### config.mk
export PLATFORM = sky130hd
export DESIGN_NAME = wb_master_arbiter_flat
export DESIGN_NICKNAME = d
export VERILOG_FILES = /design/src/rtl/wb_master_arbiter_if.sv /design/src/rtl/wb_master_arbiter.sv /design/src/flat_wrapper.sv
export SDC_FILE = /design/constraint.sdc
export NUM_CORES = 1
export LEC_CHECK = 0
export BUFFER_PORTS_ARGS = -buffer_cell sky130_fd_sc_hd__buf_2
export CORE_AREA = 4 4 104 106
export DETAILED_ROUTE_END_ITERATION = 10
export DIE_AREA = 0 0 108 110
export PLACE_DENSITY = 0.54
export SLEW_MARGIN = 15
export SYNTH_ARGS = -nofsm -noshare
export SYNTH_HDL_FRONTEND = slang
export SYNTH_SLANG_ARGS = --single-unit
### constraint.sdc
create_clock -name clk -period 1.6 [get_ports clk]
set_clock_uncertainty 0.1 [all_clocks]
set_input_delay 0.32 -clock clk [delete_from_list [all_inputs] [get_ports clk]]
set_output_delay 0.32 -clock clk [all_outputs]
set_load 0.05 [all_outputs]
### src/rtl/wb_master_arbiter_if.sv
// ---------------------------------------------------------------------------
// wb_master_arbiter_if
// Bundles the requester side and the crossbar side of the Wishbone master
// arbiter into one interface.
//   m_*      : per-master request/response lanes (master k at [32k+31:32k])
//   wb_*     : the single shared crossbar master port
//   grant_o  : one-hot current owner, zero when idle
// Modports:
//   slave  : the arbiter's view (requests and crossbar responses are inputs)
//   master : the environment's view (drives requests and crossbar responses)
// ---------------------------------------------------------------------------
interface wb_master_arbiter_if #(
  parameter int MASTERS = 2
) ();

  logic [MASTERS*32-1:0] m_adr_i;
  logic [MASTERS*32-1:0] m_dat_i;
  logic [MASTERS-1:0]    m_we_i;
  logic [MASTERS-1:0]    m_stb_i;
  logic [MASTERS-1:0]    m_cyc_i;
  logic [31:0]           m_dat_o;
  logic [MASTERS-1:0]    m_ack_o;
  logic [MASTERS-1:0]    m_err_o;
  logic [31:0]           wb_adr_o;
  logic [31:0]           wb_dat_o;
  logic                  wb_we_o;
  logic                  wb_stb_o;
  logic                  wb_cyc_o;
  logic [31:0]           wb_dat_i;
  logic                  wb_ack_i;
  logic [MASTERS-1:0]    grant_o;

  modport slave (
    input  m_adr_i, m_dat_i, m_we_i, m_stb_i, m_cyc_i, wb_dat_i, wb_ack_i,
    output m_dat_o, m_ack_o, m_err_o, wb_adr_o, wb_dat_o, wb_we_o, wb_stb_o,
           wb_cyc_o, grant_o
  );

  modport master (
    output m_adr_i, m_dat_i, m_we_i, m_stb_i, m_cyc_i, wb_dat_i, wb_ack_i,
    input  m_dat_o, m_ack_o, m_err_o, wb_adr_o, wb_dat_o, wb_we_o, wb_stb_o,
           wb_cyc_o, grant_o
  );

endinterface

### src/rtl/wb_master_arbiter.sv
// ---------------------------------------------------------------------------
// wb_master_arbiter
// Shares one Wishbone master port between MASTERS requesters. Ownership is
// decided round-robin in IDLE, registered, and held for the owner's whole
// CYC period. A watchdog ends any STB that waits TIMEOUT cycles without ACK
// by returning a one-cycle error to the owner.
// Ports:
//   clk    : system clock
//   rst_n  : asynchronous active-low reset
//   bus    : wb_master_arbiter_if.slave (request lanes, crossbar port, grant)
// ---------------------------------------------------------------------------
module wb_master_arbiter #(
  parameter int MASTERS = 2,
  parameter int TIMEOUT = 255
) (
  input  logic                clk,
  input  logic                rst_n,
  wb_master_arbiter_if.slave  bus
);

  localparam int IW = (MASTERS > 1) ? $clog2(MASTERS) : 1;
  localparam int CW = $clog2(TIMEOUT + 1);
  localparam logic [CW-1:0] CNT_LAST = CW'(TIMEOUT - 1);

  typedef enum logic {
    IDLE = 1'b0,
    BUSY = 1'b1
  } state_e;

  state_e             state_q, state_d;
  logic [MASTERS-1:0] grant_q, grant_d;
  logic [IW-1:0]      last_q, last_d;
  logic [CW-1:0]      cnt_q, cnt_d;

  logic [IW-1:0]      owner;
  logic [31:0]        own_adr;
  logic [31:0]        own_dat;
  logic               own_we;
  logic               own_stb;
  logic               own_cyc;

  logic [IW-1:0]      winner;
  logic               any_req;

  logic               req_stb;
  logic               timeout;

  // Owner lane selected straight from the one-hot grant; all zero when idle.
  always_comb begin
    owner   = '0;
    own_adr = '0;
    own_dat = '0;
    own_we  = 1'b0;
    own_stb = 1'b0;
    own_cyc = 1'b0;
    for (int k = 0; k < MASTERS; k++) begin
      if (grant_q[k]) begin
        owner   = IW'(k);
        own_adr = bus.m_adr_i[32*k +: 32];
        own_dat = bus.m_dat_i[32*k +: 32];
        own_we  = bus.m_we_i[k];
        own_stb = bus.m_stb_i[k];
        own_cyc = bus.m_cyc_i[k];
      end
    end
  end

  // Round-robin search from last+1. Walking the offsets downwards lets the
  // nearest requester (smallest offset) overwrite the farther ones.
  always_comb begin
    int          cand;
    logic [IW-1:0] cidx;
    winner  = '0;
    any_req = 1'b0;
    cand    = 0;
    cidx    = '0;
    for (int k = MASTERS; k >= 1; k--) begin
      cand = int'(last_q) + k;
      if (cand >= MASTERS) cand = cand - MASTERS;
      cidx = IW'(cand);
      if (bus.m_cyc_i[cidx]) begin
        winner  = cidx;
        any_req = 1'b1;
      end
    end
  end

  always_comb begin
    state_d      = state_q;
    grant_d      = grant_q;
    last_d       = last_q;
    cnt_d        = '0;
    req_stb      = 1'b0;
    timeout      = 1'b0;
    bus.wb_adr_o = '0;
    bus.wb_dat_o = '0;
    bus.wb_we_o  = 1'b0;
    bus.wb_cyc_o = 1'b0;
    bus.wb_stb_o = 1'b0;
    bus.m_ack_o  = '0;
    bus.m_err_o  = '0;

    case (state_q)
      IDLE: begin
        if (any_req) begin
          state_d         = BUSY;
          grant_d         = '0;
          grant_d[winner] = 1'b1;
        end
      end

      BUSY: begin
        req_stb = own_cyc & own_stb;
        // ACK in the final wait cycle wins over the timeout.
        timeout = req_stb & ~bus.wb_ack_i & (cnt_q == CNT_LAST);

        bus.wb_adr_o = own_adr;
        bus.wb_dat_o = own_dat;
        bus.wb_we_o  = own_we;
        bus.wb_cyc_o = own_cyc;
        bus.wb_stb_o = req_stb & ~timeout;
        bus.m_ack_o  = grant_q & bus.m_stb_i & {MASTERS{bus.wb_ack_i}};
        bus.m_err_o  = grant_q & {MASTERS{timeout}};

        if (req_stb && !bus.wb_ack_i && !timeout) cnt_d = cnt_q + CW'(1);

        if (!own_cyc) begin
          state_d = IDLE;
          grant_d = '0;
          last_d  = owner;
          cnt_d   = '0;
        end
      end

      default: begin
        state_d = IDLE;
        grant_d = '0;
      end
    endcase
  end

  assign bus.m_dat_o = bus.wb_dat_i;
  assign bus.grant_o = grant_q;

  always_ff @(posedge clk or negedge rst_n) begin
    if (!rst_n) begin
      state_q <= IDLE;
      grant_q <= '0;
      last_q  <= IW'(MASTERS - 1);
      cnt_q   <= '0;
    end else begin
      state_q <= state_d;
      grant_q <= grant_d;
      last_q  <= last_d;
      cnt_q   <= cnt_d;
    end
  end

endmodule

### src/flat_wrapper.sv
// flat-port wrapper written by rule: the top's interface ports become plain ports
module wb_master_arbiter_flat 
#(
  parameter int MASTERS = 2,
  parameter int TIMEOUT = 255
)
  (clk, rst_n, bus_m_adr_i, bus_m_dat_i, bus_m_we_i, bus_m_stb_i, bus_m_cyc_i, bus_wb_dat_i, bus_wb_ack_i, bus_m_dat_o, bus_m_ack_o, bus_m_err_o, bus_wb_adr_o, bus_wb_dat_o, bus_wb_we_o, bus_wb_stb_o, bus_wb_cyc_o, bus_grant_o);
  wb_master_arbiter_if #(.MASTERS(MASTERS)) bus_i ();
  input  logic clk;
  input  logic rst_n;
  input wire logic [$bits(bus_i.m_adr_i)-1:0] bus_m_adr_i;
  input wire logic [$bits(bus_i.m_dat_i)-1:0] bus_m_dat_i;
  input wire logic [$bits(bus_i.m_we_i)-1:0] bus_m_we_i;
  input wire logic [$bits(bus_i.m_stb_i)-1:0] bus_m_stb_i;
  input wire logic [$bits(bus_i.m_cyc_i)-1:0] bus_m_cyc_i;
  input wire logic [$bits(bus_i.wb_dat_i)-1:0] bus_wb_dat_i;
  input wire logic [$bits(bus_i.wb_ack_i)-1:0] bus_wb_ack_i;
  output wire logic [$bits(bus_i.m_dat_o)-1:0] bus_m_dat_o;
  output wire logic [$bits(bus_i.m_ack_o)-1:0] bus_m_ack_o;
  output wire logic [$bits(bus_i.m_err_o)-1:0] bus_m_err_o;
  output wire logic [$bits(bus_i.wb_adr_o)-1:0] bus_wb_adr_o;
  output wire logic [$bits(bus_i.wb_dat_o)-1:0] bus_wb_dat_o;
  output wire logic [$bits(bus_i.wb_we_o)-1:0] bus_wb_we_o;
  output wire logic [$bits(bus_i.wb_stb_o)-1:0] bus_wb_stb_o;
  output wire logic [$bits(bus_i.wb_cyc_o)-1:0] bus_wb_cyc_o;
  output wire logic [$bits(bus_i.grant_o)-1:0] bus_grant_o;
  assign bus_i.m_adr_i = bus_m_adr_i;
  assign bus_i.m_dat_i = bus_m_dat_i;
  assign bus_i.m_we_i = bus_m_we_i;
  assign bus_i.m_stb_i = bus_m_stb_i;
  assign bus_i.m_cyc_i = bus_m_cyc_i;
  assign bus_i.wb_dat_i = bus_wb_dat_i;
  assign bus_i.wb_ack_i = bus_wb_ack_i;
  assign bus_m_dat_o = bus_i.m_dat_o;
  assign bus_m_ack_o = bus_i.m_ack_o;
  assign bus_m_err_o = bus_i.m_err_o;
  assign bus_wb_adr_o = bus_i.wb_adr_o;
  assign bus_wb_dat_o = bus_i.wb_dat_o;
  assign bus_wb_we_o = bus_i.wb_we_o;
  assign bus_wb_stb_o = bus_i.wb_stb_o;
  assign bus_wb_cyc_o = bus_i.wb_cyc_o;
  assign bus_grant_o = bus_i.grant_o;
  wb_master_arbiter #(.MASTERS(MASTERS), .TIMEOUT(TIMEOUT)) u_core (.clk(clk), .rst_n(rst_n), .bus(bus_i));
endmodule
==> Yosys cells after proc, flatten, opt, wreduce, memory -nomap -nowiden <==
Index checks and enable logic that the tools add are counted.
W data, S select, Z words.
{ "totals": {"in_bits": 169, "out_inout_bits": 105, "reg_bits": 12} }
{ "op_classes": {"reduce_logical": 7, "eq_ne": 3, "add_sub_neg": 5, "n_mux": 39, "n_bitwise": 11, "magnitude_cmp": 6} }
{ "ops": {"columns": ["op", "n"], "rows": [
  ["$mux W32", 6],
  ["$mux W8", 3],
  ["$mux W1", 23],
  ["$add A8 B1 Y8 const B", 1],
  ["$eq A8 B8 Y1 const B", 1],
  ["$mux W2", 4],
  ["$and A2 B2 Y2", 3],
  ["$lt A1 B2 Y1 const B", 3],
  ["$and A1 B1 Y1", 4],
  ["$not A1 Y1", 4],
  ["$pmux W2 S2", 1],
  ["$reduce_and A2 Y1", 2],
  ["$add A1 B2 Y3 const B", 1],
  ["$ge A3 B2 Y1 const B", 1],
  ["$logic_and A1 B1 Y1", 3],
  ["$add A1 B1 Y2 const B", 1],
  ["$ge A2 B2 Y1 const B", 1],
  ["$logic_not A1 Y1", 2],
  ["$ne A2 B1 Y1 const B", 1],
  ["$ne A2 B2 Y1 const B", 1],
  ["$pmux W1 S2", 1],
  ["$sub A1 B1 Y1 const B", 2],
  ["$demux W1 S1", 1],
  ["$ge A1 B1 Y1 const B", 1]
]} }

==> Logic depth before layout (Yosys ltp) <==
{ "logic_depth": {"word_depth": 13, "mapped_depth": 6, "ltp_nobuf": 5} }

==> Worst setup path before layout <==
OpenSTA, ideal clock, no wires.
{ "synth_timing": {"path_kind": "flip-flop to output port", "start": "register u_core.grant_q[0], in the netlist u_core.bus.grant_o[0]", "end": "output bus_m_err_o[1]", "t_arrival_ps": 2373, "setup_slack_ps": -1193, "n_path_buf": 1, "stages_incl_launch_ff": 5, "path_cell_list": "dfrtp_1 nand4b_1 a21o_1 buf_2 nor3b_1"} }
{ "synth_via": {"elab_chain_cells": 7, "elab_cells_between_ends": 9, "cone_classes": "mux: 5; bitwise: 4"} }
{ "synth_lines": {"columns": ["item", "line_no", "text"], "rows": [
  ["start: declaration", "wb_master_arbiter.sv:31", "logic [MASTERS-1:0] grant_q, grant_d;"],
  ["start signal: assignment", "wb_master_arbiter.sv:153", "grant_q <= grant_d;"],
  ["$mux W1 (2 in series)", "wb_master_arbiter.sv:57", "if (grant_q[k]) begin"],
  ["$and A1 B1 Y1 *", "wb_master_arbiter.sv:113", "req_stb = own_cyc & own_stb;"],
  ["$and A1 B1 Y1 * (2 in series)", "wb_master_arbiter.sv:115", "timeout = req_stb & ~bus.wb_ack_i & (cnt_q == CNT_LAST);"],
  ["$and A2 B2 Y2 *", "wb_master_arbiter.sv:123", "bus.m_err_o = grant_q & {MASTERS{timeout}};"],
  ["$mux W2 *", "wb_master_arbiter.sv:103", "case (state_q)"],
  ["end: declaration", "flat_wrapper.sv:20", "output wire logic [$bits(bus_i.m_err_o)-1:0] bus_m_err_o;"]
]} }
Every way passes the cells marked *; elsewhere a longest branch is shown, timed or not.

==> Worst setup path in the final report <==
{ "layout_timing": {"start": "register u_core.cnt_q[0]", "end": "output bus_m_err_o[1]"} }
{ "layout_via": {"elab_chain_cells": 4} }
{ "layout_lines": {"columns": ["item", "line_no", "text"], "rows": [
  ["start: declaration", "wb_master_arbiter.sv:33", "logic [CW-1:0] cnt_q, cnt_d;"],
  ["start signal: assignment", "wb_master_arbiter.sv:155", "cnt_q <= cnt_d;"],
  ["$eq A8 B8 Y1", "wb_master_arbiter.sv:115", null],
  ["$and A1 B1 Y1", "wb_master_arbiter.sv:115", null],
  ["$and A2 B2 Y2", "wb_master_arbiter.sv:123", null],
  ["$mux W2", "wb_master_arbiter.sv:103", null]
]} }
No other way between the ends.

==> flow_metrics.py <==
metrics = {
    "status": {
        "status": "finished with violations",
        "violations": "negative setup slack",
    },
    "grt": {
        "overflow": 0,
        "track_usage_pct": 16.5,
        "grt_pass1_wl_um": 14900,
        "grt_start_max_net_pins": 16,
        "grt_pass1_vias": 2555,
        "antenna_found_initial": 2,
    },
    "layout": {
        "fin_nets": 580,
        "design_area_um2": 4780,
        "fill_cells": 864,
        "drive_above_1_share_pct": 89.2,
        "antenna_cells": 0,
        "final_cells": 541,
        "area_growth_pct": 196,
        "final_util_pct": 48.9,
    },
    "detailed_routing": {
        "vias": 2448,
        "ant_nets": 0,
        "firstDrtPassIters": 4,
        "wl_per_cell_um": 21.3,
        "drt_iter0_drc": 137,
        "viasPerCell": 4.52,
        "wirelength_um": 11500,
        "drcViolationCount": 0,
    },
    "synthesis": {
        "synthCells": 191,
        "synth_edf_count": 0,
        "ys_types": 35,
        "avgSynthCellArea_um2": 8.46,
        "synth_common_cells": "a22o_1 (65), buf_4 (35), buf_2 (11), dfrtp_1 (11), nand2_1 (7)",
        "ys_warn_count": 0,
        "yosys-top-cells-area": "a22o_1 (35%), dfrtp_1 (17%), buf_4 (16%)",
        "synth.largest_area_cell": "a22o_1",
        "ys_ff_latch": 12,
        "synth_top_area_share_pct": 35.2,
        "synth_area_um2": 1620,
        "async_flop_share_pct": 100,
        "yosysSeqAreaShare_pct": 18.7,
        "synth_most_common_cell": "a22o_1",
        "synth_nets": 362,
        "synth-main-ff-cell": "dfrtp_1",
    },
    "clock_network": {
        "cts-root-buf": "clkbuf_8",
        "cts_tree": "built",
        "clk_latency_ps": 240,
        "htree_levels": 1,
        "cts_buffers": 3,
        "clock-sinks": 12,
        "path_clk_slew_ps": 60,
        "clockBufferDepth": 2,
    },
    "critical_path": {
        "worstPathRequired_ps": 1180,
        "end_kind": "output pin",
        "critPathMaxStageDelay_ps": 370,
        "crit_buf_inv": 2,
        "path_max_fanout": 3,
        "critPathKind": "register to output pin",
        "rrSetupSlack_ps": -90,
        "cp_slowest_cell": "dfrtp_1",
        "crit_path_start_kind": "register",
        "cp.arrival_ps": 1620,
        "crit_chain": "inv_1 > ha_1 > nand3_2 > or2_4 > nor3b_4 > buf_6",
        "crit_family": "simple AND/OR/NAND/NOR gates",
    },
    "sta": {
        "period_share_pct": 127,
        "maxSlewHeadroom_pct": 70.8,
        "drv_slew": 0,
        "max_freq_mhz": 490,
        "rsz0062_at_grt": "yes",
        "fin_ws_ps": -439,
        "worstMarginPinSlew_ps": 436,
        "finalSetupViolCount": 76,
        "hold_viol_final": 0,
        "min_period_ps": 2040,
    },
    "place": {
        "dp_cells": 516,
        "detailed_place_hpwl_um": 8650,
        "place_area_um2": 3620,
        "gp_congestion": 0.787,
        "io_buffers": 209,
    },
    "floorplanning": {
        "die_height_um": 110,
        "die_x_um": 108,
        "num_io_pins": 274,
        "die_area_um2": 11900,
        "rows": 36,
        "start_util_pct": 16.5,
        "core_um2": 9770,
    },
    "pwr": {
        "p_leak_nw": 2.37,
        "powerDensity_nw_per_um2": 1870,
        "ir_drop_mv": 1.03,
    },
    "flow_run": {
        "drv_cap": 0,
    },
    "min_path": {
        "hold_class": "input port to async pin",
    },
}
metal layers:
metal,GRT usage [%],part of all wire (%),vias to the layer above
met1,23.5,42,1148
li1,-,-,1148
met5,0,0.17,-
met3,4.48,8.6,20
met4,2.07,1.2,4
met2,25.8,48,128
placed cells by master, fill, tap and decap left out, drive strengths merged:
| cell | n |
|---|---|
| o31a | 1 |
| nor2b | 1 |
| nand3 | 6 |
| xor2 | 2 |
| a21o | 1 |
| and2 | 2 |
| inv | 3 |
| nor3b | 1 |
| nor3 | 1 |
| dfrtp | 11 |
| dlygate4sd3 | 1 |
| a32o | 1 |
| buf | 258 |
| or2 | 1 |
| nand2 | 7 |
| o21ai | 6 |
| and3 | 1 |
| a21oi | 3 |
| o21a | 1 |
| mux2i | 2 |
| nor4 | 5 |
| clkbuf | 10 |
| nand4b | 1 |
| dfstp | 1 |
| o2bb2ai | 1 |
| nor2 | 4 |
| clkinvlp | 1 |
| nand4 | 1 |
| a2111oi | 3 |
| ha | 2 |
| xnor2 | 1 |
| or3 | 3 |
| a22o | 65 |
metrics by stage:
stage,power [mW],setup slack [ps],setup TNS (ps),hold slack (ps)
2_1_floorplan,4.89,-370,-16780,-75.6
3_3_place_gp,6.60,-246,-13230,121
3_5_place_dp,6.64,-293,-16500,127
4_1_cts,8.22,-402,-24550,397
5_1_grt,9.27,-490,-30260,418
6_report,8.96,-439,-26950,389
worst register-to-register path, delay by kind of cell (launching register included):
kind / cells / cell delay (ps)
flip-flops: 1 / 440
AO/OA/AOI/OAI: 2 / 570
AND/OR/NAND/NOR: 1 / 250
buffers and inverters: 1 / 200
flip-flops by register name, summed over array words and instances, names as in the netlist:
register	cells
u_core.cnt_q	8
u_core.bus.grant_o	2
u_core.last_q	1
u_core.state_q	1
report_power, final:
group	switching [mW]	leakage, nW	internal, mW
clock	0.127	0.0288	0.218
sequential	0.0723	0.156	0.369
combinational	4.24	2.19	3.94
kinds of logic after synthesis:
| kind of cell | share of synthesized area [%] |
|---|---|
| multiplexers | 1.24 |
| AND/OR/NAND/NOR | 11.1 |
| adder cells (fa/ha/maj) | 1.55 |
| AO/OA/AOI/OAI | 43.4 |
| XOR/XNOR | 1.63 |
| flip-flops | 18.7 |
| buffers and inverters | 22.4 |
worst paths after layout:
path / cells after the start / to / start
worst max-delay path: 6 / bus_m_err_o[1] / u_core.cnt_q[0]
worst min-delay path: 2 / u_core.cnt_q[0] / rst_n
worst max register to register: 4 / u_core.cnt_q[5] / u_core.bus.grant_o[1]
worst min register to register: 2 / u_core.last_q / u_core.last_q
max in group asynchronous: 2 / u_core.last_q / rst_n
min in group clk: 4 / u_core.state_q / bus_m_cyc_i[0]
final cells by class:
class / count / area [um2] / share of cell area [%]
Sequential cell: 12 / 305 / 6.38
Clock buffer: 4 / 55.1 / 1.15
Inverter: 4 / 18.8 / 0.392
Multi-Input combinational cell: 123 / 1700 / 35.6
Timing Repair Buffer: 265 / 2530 / 53.0
Tap cell: 133 / 166 / 3.48
what timing repair did:
item / 4_1_cts / 5_1_grt
cloned: 4 / 7
endpoints found under the setup margin: 79 / 81
pin swaps: 32 / 9
buffers inserted: 9 / 2
resized for setup: 151 / 57
hold buffers: 1 / 0
endpoints found under the hold margin: 11 / 0
No activity file was read; power rests on OpenSTA's default activity.
